`src/rtl/mandelbrot_pixel_sink.sv`:
```
// Pixel sink for the mandelbrot generator: issues run strobes, packs two 4-bit pixels per byte
// into a FWFT byte FIFO. Define MANDELBROT_SINK_CHECKSUM_EN to append an XOR checksum byte per frame.
module mandelbrot_pixel_sink #(
  parameter int WIDTH      = 320,
  parameter int HEIGHT     = 240,
  parameter int FIFO_DEPTH = 4
) (
  input  logic       clk,
  input  logic       rst_n,
  input  logic       start,
  input  logic       continuous,
  output logic       gen_run,
  input  logic       gen_running,
  input  logic [3:0] gen_ctr_out,
  input  logic       gen_finished,
  output logic [7:0] out_data,
  output logic       out_valid,
  input  logic       out_ready,
  output logic       out_sof,
  output logic       busy,
  output logic       error
);

  localparam int NPIX  = WIDTH * HEIGHT;
  localparam int PIX_W = (NPIX > 2) ? $clog2(NPIX) : 1;
  localparam int PTR_W = $clog2(FIFO_DEPTH);
  localparam int CNT_W = PTR_W + 1;
  localparam logic [PIX_W-1:0] LAST_PIX = PIX_W'(NPIX - 1);
  localparam logic [CNT_W-1:0] DEPTH_C  = CNT_W'(FIFO_DEPTH);

  typedef enum logic [2:0] {
    S_IDLE,
    S_ISSUE,
    S_ARM,
    S_WAIT,
    S_CAPTURE,
`ifdef MANDELBROT_SINK_CHECKSUM_EN
    S_FLUSH,
`endif
    S_DONE
  } state_t;

  state_t           r_state;
  state_t           w_next;
  logic [PIX_W-1:0] r_pix;
  logic [3:0]       r_nibble;
  logic             r_error;

  logic [7:0]       r_mem_data [FIFO_DEPTH];
  logic [FIFO_DEPTH-1:0] r_mem_sof;
  logic [PTR_W-1:0] r_wr;
  logic [PTR_W-1:0] r_rd;
  logic [CNT_W-1:0] r_count;

  logic             w_has_space;
  logic             w_push;
  logic             w_pop;
  logic             w_wr_en;
  logic [7:0]       w_push_data;
  logic             w_push_sof;
  logic             w_latch;
  logic             w_pix_inc;
  logic             w_pix_clr;
  logic             w_set_err;

`ifdef MANDELBROT_SINK_CHECKSUM_EN
  logic [7:0]       r_csum;
`endif

  assign w_has_space = (r_count < DEPTH_C);
  assign w_pop       = out_valid & out_ready;
  assign w_wr_en     = w_push & (w_has_space | w_pop);

  assign out_valid = (r_count != '0);
  assign out_data  = r_mem_data[r_rd];
  assign out_sof   = out_valid & r_mem_sof[r_rd];
  assign busy      = (r_state != S_IDLE);
  assign error     = r_error;

  // NOTE: every signal written here gets a default first, so no path can infer a latch.
  always_comb begin
    w_next      = r_state;
    gen_run     = 1'b0;
    w_push      = 1'b0;
    w_push_data = {gen_ctr_out, r_nibble};
    w_push_sof  = (r_pix == PIX_W'(1));
    w_latch     = 1'b0;
    w_pix_inc   = 1'b0;
    w_pix_clr   = 1'b0;
    w_set_err   = 1'b0;
    case (r_state)
      S_IDLE: begin
        if (start) begin
          w_next    = S_ISSUE;
          w_pix_clr = 1'b1;
        end
      end
      S_ISSUE: begin
        // Reserving a slot here means the push at CAPTURE can never overflow.
        if (w_has_space) begin
          gen_run = 1'b1;
          w_next  = S_ARM;
        end
      end
      S_ARM: begin
        if (gen_running) w_next = S_WAIT;
      end
      S_WAIT: begin
        if (!gen_running) w_next = S_CAPTURE;
      end
      S_CAPTURE: begin
        w_pix_inc = 1'b1;
        if (r_pix[0]) w_push = 1'b1;
        else          w_latch = 1'b1;
        if (gen_finished || (r_pix == LAST_PIX)) begin
          w_set_err = !(gen_finished && (r_pix == LAST_PIX));
`ifdef MANDELBROT_SINK_CHECKSUM_EN
          w_next = S_FLUSH;
`else
          w_next = S_DONE;
`endif
        end else begin
          w_next = S_ISSUE;
        end
      end
`ifdef MANDELBROT_SINK_CHECKSUM_EN
      S_FLUSH: begin
        w_push_data = r_csum;
        w_push_sof  = 1'b0;
        if (w_has_space) begin
          w_push = 1'b1;
          w_next = S_DONE;
        end
      end
`endif
      S_DONE: begin
        if (continuous) begin
          w_next    = S_ISSUE;
          w_pix_clr = 1'b1;
        end else begin
          w_next = S_IDLE;
        end
      end
      default: w_next = S_IDLE;
    endcase
  end

  // NOTE: sequential state uses non-blocking assignments so every flop samples pre-edge values.
  always_ff @(posedge clk or negedge rst_n) begin
    if (!rst_n) begin
      r_state  <= S_IDLE;
      r_pix    <= '0;
      r_nibble <= '0;
      r_error  <= 1'b0;
    end else begin
      r_state <= w_next;
      if (w_pix_clr)      r_pix <= '0;
      else if (w_pix_inc) r_pix <= r_pix + 1'b1;
      if (w_latch)   r_nibble <= gen_ctr_out;
      if (w_set_err) r_error  <= 1'b1;
    end
  end

`ifdef MANDELBROT_SINK_CHECKSUM_EN
  always_ff @(posedge clk or negedge rst_n) begin
    if (!rst_n) begin
      r_csum <= '0;
    end else if (w_pix_clr) begin
      r_csum <= '0;
    end else if (w_wr_en && (r_state == S_CAPTURE)) begin
      r_csum <= r_csum ^ w_push_data;
    end
  end
`endif

  // NOTE: the FIFO storage is reset (only a few flops) so out_data reads 0 straight out of reset.
  always_ff @(posedge clk or negedge rst_n) begin
    if (!rst_n) begin
      for (int i = 0; i < FIFO_DEPTH; i++) r_mem_data[i] <= '0;
      r_mem_sof <= '0;
      r_wr      <= '0;
      r_rd      <= '0;
      r_count   <= '0;
    end else begin
      if (w_wr_en) begin
        r_mem_data[r_wr] <= w_push_data;
        r_mem_sof[r_wr]  <= w_push_sof;
        r_wr             <= r_wr + 1'b1;
      end
      if (w_pop) r_rd <= r_rd + 1'b1;
      case ({w_wr_en, w_pop})
        2'b10:   r_count <= r_count + 1'b1;
        2'b01:   r_count <= r_count - 1'b1;
        default: r_count <= r_count;
      endcase
    end
  end

endmodule

```
`config.mk`:
```
export PLATFORM = sky130hd
export DESIGN_NAME = mandelbrot_pixel_sink
export DESIGN_NICKNAME = d
export VERILOG_FILES = /design/src/rtl/mandelbrot_pixel_sink.sv
export SDC_FILE = /design/constraint.sdc
export NUM_CORES = 1
export LEC_CHECK = 0
export CORE_UTILIZATION = 58
export CTS_CLUSTER_DIAMETER = 120
export DETAILED_ROUTE_END_ITERATION = 8
export HOLD_SLACK_MARGIN = 0.08
export PLACE_DENSITY = 0.82
export SYNTH_ARGS = -nofsm -noshare
export SYNTH_HDL_FRONTEND = slang
export SYNTH_SLANG_ARGS = --single-unit
```
`constraint.sdc`:
```
create_clock -name clk -period 4.3 [get_ports clk]
set_input_delay 0.86 -clock clk [delete_from_list [all_inputs] [get_ports clk]]
set_output_delay 0.86 -clock clk [all_outputs]
set_load 0.02 [all_outputs]
```
==> Word-level counts from Yosys, hierarchy flattened <==
Index checks and enable logic that the tools add are counted.
{ "word_totals": {"ff_bits": 68, "latchBits": 0, "mem_bits_rw": 0, "mem_bits_ro": 0, "input_bits": 11, "mem_count": 0} }
{ "classes": {"add_sub_neg": 5, "multipliers": 0, "n_div": 0, "n_lt_le_gt_ge": 7, "n_eq_ne": 13, "shifts": 0, "mux": 33, "bitwise": 6, "n_reduce_logical": 11} }
{ "ops": {"columns": ["op", "n"], "rows": [
  ["$mux 17", 2],
  ["$bwmux 32", 1],
  ["$mux 8", 3],
  ["$pmux 3 s6", 1],
  ["$add 17x1->17 const B", 1],
  ["$eq 17x1->1 const B", 1],
  ["$eq 17x17->1 const B", 1],
  ["$bmux 8 s2", 1],
  ["$demux 8 s2", 1],
  ["$mux 3", 5],
  ["$mux 1", 14],
  ["$ne 2x2->1 const B", 4],
  ["$eq 3x2->1 const B", 2],
  ["$eq 3x3->1 const B", 2],
  ["$ge 3x3->1 const B", 2],
  ["$lt 2x3->1 const B", 2],
  ["$not 2->3", 2],
  ["$pmux 3 s2", 1],
  ["$reduce_bool 3->1", 2],
  ["$add 2x1->2 const B", 2],
  ["$bwmux 4", 1],
  ["$reduce_and 4->1", 1],
  ["$reduce_bool 2->1", 2],
  ["$add 3x1->3 const B", 1],
  ["other kinds (16)", 20]
]} }

==> Depth between registers and ports, before layout <==
Gate-level depths: netlist of the first run.
{ "depth": {"word_depth": 6, "mapped_depth": 11} }

==> Least setup slack after synthesis of the first run <==
No wires, ideal clock.
{ "synth_path": {"path_kind": "input-to-reg", "startpoint": "input out_ready", "endpoint": "register r_count[2]", "setup_time_ns": 0.079, "arrival_ns": 2.324, "required_ns": 4.221, "path_slack_ns": 1.897, "path_stages": 10, "cell_sequence": "nand2b_1 > and3_1 > clkbuf_1 > inv_1 > ha_1 > inv_1 > fa_1 > xor2_1 > nor2_1 > xor2_1"} }
{ "synth_between": {"elab_chain_cells": 5, "elab_cells_between_ends": 7, "cone_classes": "eq/ne (2); mux (1); bitwise (3); reduce/logical (1)"} }
{ "synth_rtl": {"columns": ["element", "line_no", "text"], "rows": [
  ["from (decl)", "18", "input logic out_ready,"],
  ["$and 1x1->1 *", "71", "assign w_pop = out_valid & out_ready;"],
  ["$or 1x1->1", "72", "assign w_wr_en = w_push & (w_has_space | w_pop);"],
  ["$and 1x1->1", "72", null],
  ["$eq 2x1->1 or $eq 2x2->1 (tied branches)", "191", "case ({w_wr_en, w_pop})"],
  ["$pmux 3 s2 or $reduce_bool 2->1 (tied branches)", null, null],
  ["to (signal assigned)", "192", "2'b10: r_count <= r_count + 1'b1;"],
  ["to (signal assigned)", "193", "2'b01: r_count <= r_count - 1'b1;"],
  ["to (signal assigned)", "194", "default: r_count <= r_count;"],
  ["to (decl)", "53", "logic [CNT_W-1:0] r_count;"]
]} }
Every way passes the cells marked *; elsewhere a longest branch is shown, timed or not.
A chain may end at the register's enable or synchronous reset.

==> Worst setup path in the final report of the first run <==
{ "layout_path": {"startpoint": "register r_rd[0]", "endpoint": "output out_sof"} }
{ "layout_between": {"elab_chain_cells": 3} }
{ "layout_rtl": {"columns": ["element", "line_no", "text"], "rows": [
  ["from (decl)", "52", "logic [PTR_W-1:0] r_rd;"],
  ["from (signal assigned)", "190", "if (w_pop) r_rd <= r_rd + 1'b1;"],
  ["$bmux 1 s2", "76", "assign out_sof = out_valid & r_mem_sof[r_rd];"],
  ["$mux 1 (implied by the code)", "76", null],
  ["$and 1x1->1", "76", null],
  ["to (decl)", "19", "output logic out_sof,"]
]} }
Every way passes these cells. The select of a mux whose other input is x is not followed.

==> results.toml, run 1 <==
[outcome]
status = "finished clean"

[timing]
min_period_ns = 3.22
fin_skew_ns = 0.00753
drv_slew = 0
period_share = 0.748
tightest_slew_ns = 0.957
max_freq_mhz = 311
relSlewSlack = 0.362
hold_violations = 0
setup_tns_ns = 0
setup_viol = 0
rsz0062_at_grt = "false"
fin_ws_ns = 1.08

[grt]
grt_max_degree = 44
grt_pass1_vias = 2219
use_met3 = 0.0393
grt_pass1_wl_um = 10700
grt_overflow = 0
grtUsageMet2 = 0.400
grt_usage = 0.237
grt.met1_usage = 0.299
antenna_found_initial = 0
top_usage_layer = "met2"

[placement]
dpl_worst_slack_ns = 1.39
portBuffers = 23
place_congestion = 0.854
dp_hpwl_um = 3890
placed_area_sq_um = 3550

[clock_network]
cts_tree = "yes"
cts_setup_buffers = 0
clock-sinks = 68
cts.path.max_buffers = 2
cts_buffers = 9
hold_buffers = 0
h-tree-depth = 3
cts_resized = 0
clk_pin_slew_ns = 0.07
clockRootBuffer = "clkbuf_8"
clkLatencyLatePin_ns = 0.33

[die]
die_h_um = 76.9
rows = 26
initial_utilization = 0.621
die_w_um = 76.9
io_pins = 24
die-area_sq_um = 5910
design.core.area_sq_um = 5240

[final_layout]
ff_latch_area_sq_um = 1700
antennaDiodeCount = 0
multiInputGateArea_sq_um = 1460
final_nets = 307
drive_gt1_frac = 0.264
nFillCells = 355
fin_area_sq_um = 3800
areaGrowthSynthToFinish_pct = 16.7

[logic_synthesis]
syn_nets = 278
ys_ff_latch = 68
dominantRegCellSynth = "dfrtp_1"
avgSynthCellArea_sq_um = 12.6
syn_inst = 258
yosysWarnings = 0
netlist_area_sq_um = 3250
synthArstFlopShare = 1.00
yosysUniqueCellTypes = 41
synth-edff-count = 0
synth-seq-area-share = 0.523

[detailed_routing]
wl_per_cell_um = 16.9
viasPerCell = 5.71
drt_iter0_drc = 101
dr.pass1.iters = 4
vias = 2066
ant_nets = 0
drcViolationCount = 0
wl_um = 6100

[worst_hold_path]
hold_class = "reg -> reg"

[flow_run]
max_cap_viol_count = 0

[setup_path]
required_ns = 3.44
startpoint_type = "flip-flop"
arrival_ns = 2.36
worst_setup_path_end_kind = "output port"
crit_type = "reg -> out"
path_max_fanout = 11

[power_and_ir_drop]
ir_worst_vdd_uv = 284
p_per_area_nw_per_um2 = 542
p_leak_nw = 1.77
path summary, 6_finish.rpt:
check	startpoint	endpoint	slack [ns]	cells past startpoint
max	r_rd[0]	out_sof	1.08	3
min	error	error	0.47	1
max reg2reg	r_state[1]	r_count[1]	2.12	7
min reg2reg	error	error	0.47	1
max in group asynchronous	rst_n	r_mem_data[13]	2.73	2
min in group asynchronous	rst_n	r_mem_data[28]	0.68	1
area by class of cell:
type                    instances  share of cell area
multi-input cells             169               0.385
clock inverters                 6              0.0293
flip-flops and latches         68               0.448
clock buffers                  10              0.0362
well taps                      70              0.0231
repair buffers                 26              0.0652
inverters                      13              0.0129
registers in the layout, indices dropped and copies added (netlist names), 2 cells and up:
signal and cells:
r_rd 2, r_nibble 4, r_state 3, r_wr 2, r_mem_sof 4, r_mem_data 32
r_count 3, r_pix 17
cell families (layout without fill, tap and decap cells):
kind of cell | after synthesis | in the layout | share of synthesized area
XOR/XNOR | 16 | 16 | 0.0431
AND/OR/NAND/NOR | 72 | 72 | 0.122
AO/OA/AOI/OAI | 21 | 21 | 0.0404
adder cells (fa/ha/maj) | 9 | 9 | 0.0369
buffers and inverters | 21 | 55 | 0.0273
flip-flops | 68 | 68 | 0.523
multiplexers | 51 | 51 | 0.208
cells in the mapped netlist, drive strengths merged, types with 6 or more instances:
| cell | instances | area (sq um) |
|---|---|---|
| mux2 | 42 | 473 |
| nand2 | 12 | 45.0 |
| nand4 | 6 | 37.5 |
| nor2 | 17 | 63.8 |
| ha | 8 | 100 |
| xnor2 | 7 | 61.3 |
| inv | 13 | 48.8 |
| xor2 | 9 | 78.8 |
| dfrtp | 68 | 1700 |
| mux4 | 9 | 203 |
| o21ai | 6 | 30.0 |
report_power, final:
group          switching [W]  leakage, nW  internal [W]
Combinational       0.000221        0.732      0.000265
Clock               0.000240        0.122      0.000401
Sequential          0.000170        0.913      0.000762
layer usage:
metal	wire (um)	share of wire
met4	17	0.0028
met3	198	0.032
met5	0	0
met2	3220	0.53
met1	2670	0.44
layout by cell type, fill, tap and decap left out, types with 6 or more instances in the layout:
master | synthesis | layout
dfrtp_1 | 68 | 68
mux2_2 | 42 | 42
clkdlybuf4s50_1 | 0 | 22
nor2_1 | 17 | 17
inv_1 | 13 | 13
nand2_1 | 12 | 12
clkbuf_8 | 0 | 10
mux4_2 | 9 | 9
xor2_1 | 9 | 9
ha_1 | 8 | 8
xnor2_1 | 7 | 7
nand4_1 | 6 | 6
o21ai_0 | 6 | 6
per-stage QoR:
step | power, W | cells | hold WS [ns] | util
CTS | 0.00208 | 362 | 0.467 | 0.725
global placement | 0.00140 | 346 | 0.445 | 0.677
floorplan | 0.00125 | 258 | 0.462 | -
global route | 0.00218 | 362 | 0.476 | 0.725
finish | 0.00206 | 362 | 0.466 | 0.725
detailed placement | 0.00143 | 346 | 0.446 | 0.677
critical path, stage by stage (launching register included):
cell and delay, ns:
dfrtp_1 0.76, mux4_2 0.58, and2_1 0.16, clkdlybuf4s50_1 0.53
Power figures use the tool's default switching activity.
==> run 2: changes to the inputs <==
Settings changed: CORE_UTILIZATION 58 to 52, PLACE_DENSITY 0.82 to 0.78.
Clock period 4.3 ns to 2.7 ns, I/O delays scaled along.
==> run 2 against run 1 <==
Net effect: utilization fell by 9.1 points; sequential share of layout area unchanged; via count is 0.53% higher; hold slack worse by 0.33 ns; power increased by 51%; routed wire length shrank 1.9%; combinational power rose by 77%; critical path depth unchanged; sequential power is 53% higher; critical path type unchanged; largest cell class unchanged.
==> results.toml, run 2 (synthesis results as in run 1) <==
[detailed_routing]
ant_nets = 0
drcViolationCount = 0
vias = 2077
wl_um = 5980
dr.pass1.iters = 4
wl_per_cell_um = 16.2
viasPerCell = 5.61
drt_iter0_drc = 47

[timing]
rsz0062_at_grt = "false"
period_share = 0.971
tightest_slew_ns = 0.530
worst_hold_slack_ns = 0.138
hold_violations = 0
relSlewSlack = 0.645
setup_viol = 0
setup_tns_ns = 0
min_period_ns = 2.62
fin_skew_ns = 0.0110
drv_slew = 0
max_freq_mhz = 382

[die]
rows = 28
initial_utilization = 0.543
die-area_sq_um = 6580
die_w_um = 81.1
io_pins = 24
design.core.area_sq_um = 5990
die_h_um = 81.1

[power_and_ir_drop]
p_per_area_nw_per_um2 = 821
ir_worst_vdd_uv = 404
p_leak_nw = 1.78

[final_layout]
largest_reg_flops = 32
areaGrowthSynthToFinish_pct = 16.7
nFillCells = 456
largest_registers = "r_mem_data (32), r_pix (17)"
top_register = "r_mem_data"
drive_gt1_frac = 0.271
fin_area_sq_um = 3800
fin_util = 0.634
layout_commonest_cell = "dfrtp_1"
final_cell_mix = "dfrtp_1, mux2_2, clkdlybuf4s50_1"
antennaDiodeCount = 0
final_nets = 310

[setup_path]
crit_type = "reg -> out"
critPathMaxStageDelay_ns = 0.56
required_ns = 2.16
worst_setup_path_end_kind = "output port"
slowest_stage = "clkdlybuf4s50_1"
startpoint_type = "flip-flop"
path_max_fanout = 8
r2r_setup_slack_ns = 0.59
path_cells = "buf_6, mux4_2, clkdlybuf4s50_1"
arrival_ns = 2.08
r2r_cells = 9

[clock_network]
clock-sinks = 68
cts_buffers = 9
cts.path.max_buffers = 2
clk_pin_slew_ns = 0.08
clkLatencyLatePin_ns = 0.34
clockRootBuffer = "clkbuf_8"
hold_buffers = 0
cts_tree = "yes"
h-tree-depth = 3

[placement]
portBuffers = 23
placed_area_sq_um = 3590
place_congestion = 0.830
dp_hpwl_um = 4160

[outcome]
status = "finished clean"

[grt]
antenna_found_initial = 0
grt_overflow = 0
grt_pass1_wl_um = 9660
grt_max_degree = 37
grt_usage = 0.204
grt_pass1_vias = 2048

[worst_hold_path]
hold_class = "in -> async"

[flow_run]
max_cap_viol_count = 0
-- run 2: worst max-delay path, delay by kind of cell (launching register included) --
family                 cells  cell delay (ns)
multiplexers               1             0.52
buffers and inverters      2             0.77
flip-flops                 1             0.45
-- run 2: power breakdown --
part / switching (W) / internal [W] / total, W
Combinational: 0.000416 / 0.000444 / 0.000860
Clock: 0.000377 / 0.000449 / 0.000826
Sequential: 0.000215 / 0.00122 / 0.00143
Total: 0.00101 / 0.00211 / 0.00312
-- run 2: through the flow --
step	std cells	setup WS, ns	power [W]
after floorplan	258	0.617	0.00200
after global placement	354	0.229	0.00227
after detailed placement	354	0.158	0.00231
after CTS	370	0.0189	0.00314
after global routing	370	0.00186	0.00331
final	370	0.0795	0.00312
-- run 2: final timing paths --
kind                             from     endpoint
min                             rst_n   r_count[0]
min in group clk                error        error
min reg2reg                     error        error
max                           r_rd[0]  out_data[3]
max in group asynchronous       rst_n    r_pix[15]
max reg2reg                r_state[1]   r_count[2]
-- run 2: metal layers --
layer / global-route usage / routed length [um] / up-vias
met5: 0 / 0 / -
met4: 0.0839 / 100 / 0
met3: 0.0449 / 137 / 10
met2: 0.341 / 2950 / 24
met1: 0.256 / 2790 / 1048
li1: - / - / 995
-- run 2: repair_timing --
item / in CTS / in global routing
hold endpoints to repair: 0 / 0
endpoints found under the setup margin: 0 / 8
resized for setup: 0 / 2
setup buffers: 0 / 0
-- run 2: cell type report --
class / instances / area (sq um) / share of cell area
clock buffer: 10 / 138 / 0.0362
inverter: 13 / 48.8 / 0.0129
timing repair buffer: 29 / 289 / 0.0761
tap: 75 / 93.8 / 0.0247
multi-input combinational: 169 / 1460 / 0.385
sequential: 68 / 1700 / 0.448
clock inverter: 6 / 63.8 / 0.0168
==> run 3: changes to the inputs <==
Settings changed: CORE_MARGIN set to 10.
==> run 3 against run 2 <==
Net effect: utilization grew 0.75 points; combinational power hardly changed; critical path depth stayed put; cell count unchanged; sequential power about the same; global-route usage is 7.3 points lower; via count down 0.48%; final area is 1.2% higher; largest power group unchanged; highest routed layer unchanged; power increased by 6.4%; largest cell class unchanged.
==> results.toml, run 3 (synthesis results as in run 1) <==
[outcome]
status = "finished clean"

[clock_network]
hold_buffers = 0
cts_resized = 0
cts_tree = "yes"
clock-sinks = 68
h-tree-depth = 3
cts_buffers = 9
clkLatencyLatePin_ns = 0.34
clockRootBuffer = "clkbuf_8"
clk_pin_slew_ns = 0.07
cts_setup_buffers = 0
cts.path.max_buffers = 2

[grt]
grt_pass1_wl_um = 10400
antenna_found_initial = 0
grt_max_degree = 32
grt_overflow = 0
grt_usage = 0.131
grt_pass1_vias = 2129

[final_layout]
areaGrowthSynthToFinish_pct = 18.1
layout_commonest_cell = "dfrtp_1"
drive_gt1_frac = 0.271
largest_registers = "r_mem_data (32), r_pix (17)"
largest_reg_flops = 32
layoutNonFillerInstCount = 370
antennaDiodeCount = 0
nFillCells = 445
top_register = "r_mem_data"
fin_util = 0.641
final_nets = 310
final_cell_mix = "dfrtp_1, mux2_2, clkdlybuf4s50_1"
fin_area_sq_um = 3840

[timing]
rsz0062_at_grt = "false"
setup_tns_ns = 0
min_period_ns = 2.60
fin_skew_ns = 0.00829
relSlewSlack = 0.608
setup_viol = 0
max_freq_mhz = 384
fin_ws_ns = 0.0961
hold_violations = 0
drv_slew = 0
period_share = 0.964
tightest_slew_ns = 0.588

[flow_run]
max_cap_viol_count = 0

[setup_path]
r2r_setup_slack_ns = 0.53
r2r_cells = 9
arrival_ns = 2.06
rr_startpoint = "r_state[1]"
crit_type = "reg -> out"
r2r-end = "r_count[2]"
startpoint_type = "flip-flop"
required_ns = 2.16
worst_setup_path_end_kind = "output port"
path_max_fanout = 8

[placement]
dpl_worst_slack_ns = 0.0816
placed_area_sq_um = 3590
dp_hpwl_um = 4340
portBuffers = 23
place_inst = 354
place_congestion = 0.856

[detailed_routing]
vias = 2067
drt_iter0_drc = 141
ant_nets = 0
viasPerCell = 5.59
drcViolationCount = 0
wl_per_cell_um = 16.5
dr.pass1.iters = 4
wl_um = 6110

[die]
io_pins = 24
die-area_sq_um = 9820
initial_utilization = 0.543
die_w_um = 99.1
rows = 28
design.core.area_sq_um = 5990
die_h_um = 99.1

[power_and_ir_drop]
p_per_area_nw_per_um2 = 863
power_frac_clock = 0.308
p_sw_w = 0.00102
combPwrFrac = 0.260
netSwitchingFraction = 0.307
p_leak_nw = 1.79
seqPwrFrac = 0.431
ir_worst_vdd_uv = 532
internal_power_w = 0.00230

[worst_hold_path]
hold_class = "in -> async"
==> run 3: cell types whose count changed in the layout (fill, tap and decap cells not counted) <==
| cell | change |
|---|---|
| clkdlybuf4s50_1 | +1 |
| dlymetal6s2s_1 | -1 |
| clkinv_2 | -1 |
| clkinvlp_4 | -1 |
| bufinv_16 | +2 |
==> run 3: how the worst max path moves through the flow <==
stage               from     endpoint  depth (start not counted)
5_1_grt          r_rd[0]  out_data[0]                          3
2_1_floorplan  out_ready   r_count[2]                         10
6_report         r_rd[0]  out_data[0]                          3
3_5_place_dp   out_ready   r_count[2]                         10
3_3_place_gp   out_ready   r_count[2]                         10
4_1_cts          r_rd[0]  out_data[0]                          3
==> run 3: routing by layer <==
layer | part of all wire | GRT usage
met2 | 0.50 | 0.213
met1 | 0.45 | 0.159
met4 | 0.010 | 0.0529
met3 | 0.035 | 0.0394
met5 | 0 | 0
==> run 3: layout make-up <==
cell class | instances | area [sq um] | share of cell area
Clock buffer | 10 | 138 | 0.0358
Clock inverter | 6 | 111 | 0.0290
Inverter | 13 | 48.8 | 0.0127
Multi-Input combinational cell | 169 | 1460 | 0.381
Sequential cell | 68 | 1700 | 0.443
Tap cell | 75 | 93.8 | 0.0244
Timing Repair Buffer | 29 | 287 | 0.0746
==> run 3: power by group through the flow <==
| stage | clock network [W] | registers, W | logic, W |
|---|---|---|---|
| floorplan | 0 | 0.00137 | 0.000627 |
| global placement | 0 | 0.00143 | 0.000839 |
| detailed placement | 0 | 0.00145 | 0.000880 |
| CTS | 0.00105 | 0.00143 | 0.000883 |
| global route | 0.00109 | 0.00147 | 0.000967 |
| finish | 0.00102 | 0.00143 | 0.000863 |
==> run 3: critical path: stages (launching register included) <==
cell and delay [ns]:
dfrtp_1 0.44, buf_6 0.20, mux4_2 0.52, clkdlybuf4s50_1 0.56
==> run 3: per-stage QoR <==
stage,hold WS (ns),power (W)
CTS,0.199,0.00335
global route,0.216,0.00353
global placement,0.445,0.00227
detailed placement,0.448,0.00233
finish,0.196,0.00332
floorplan,0.244,0.00200
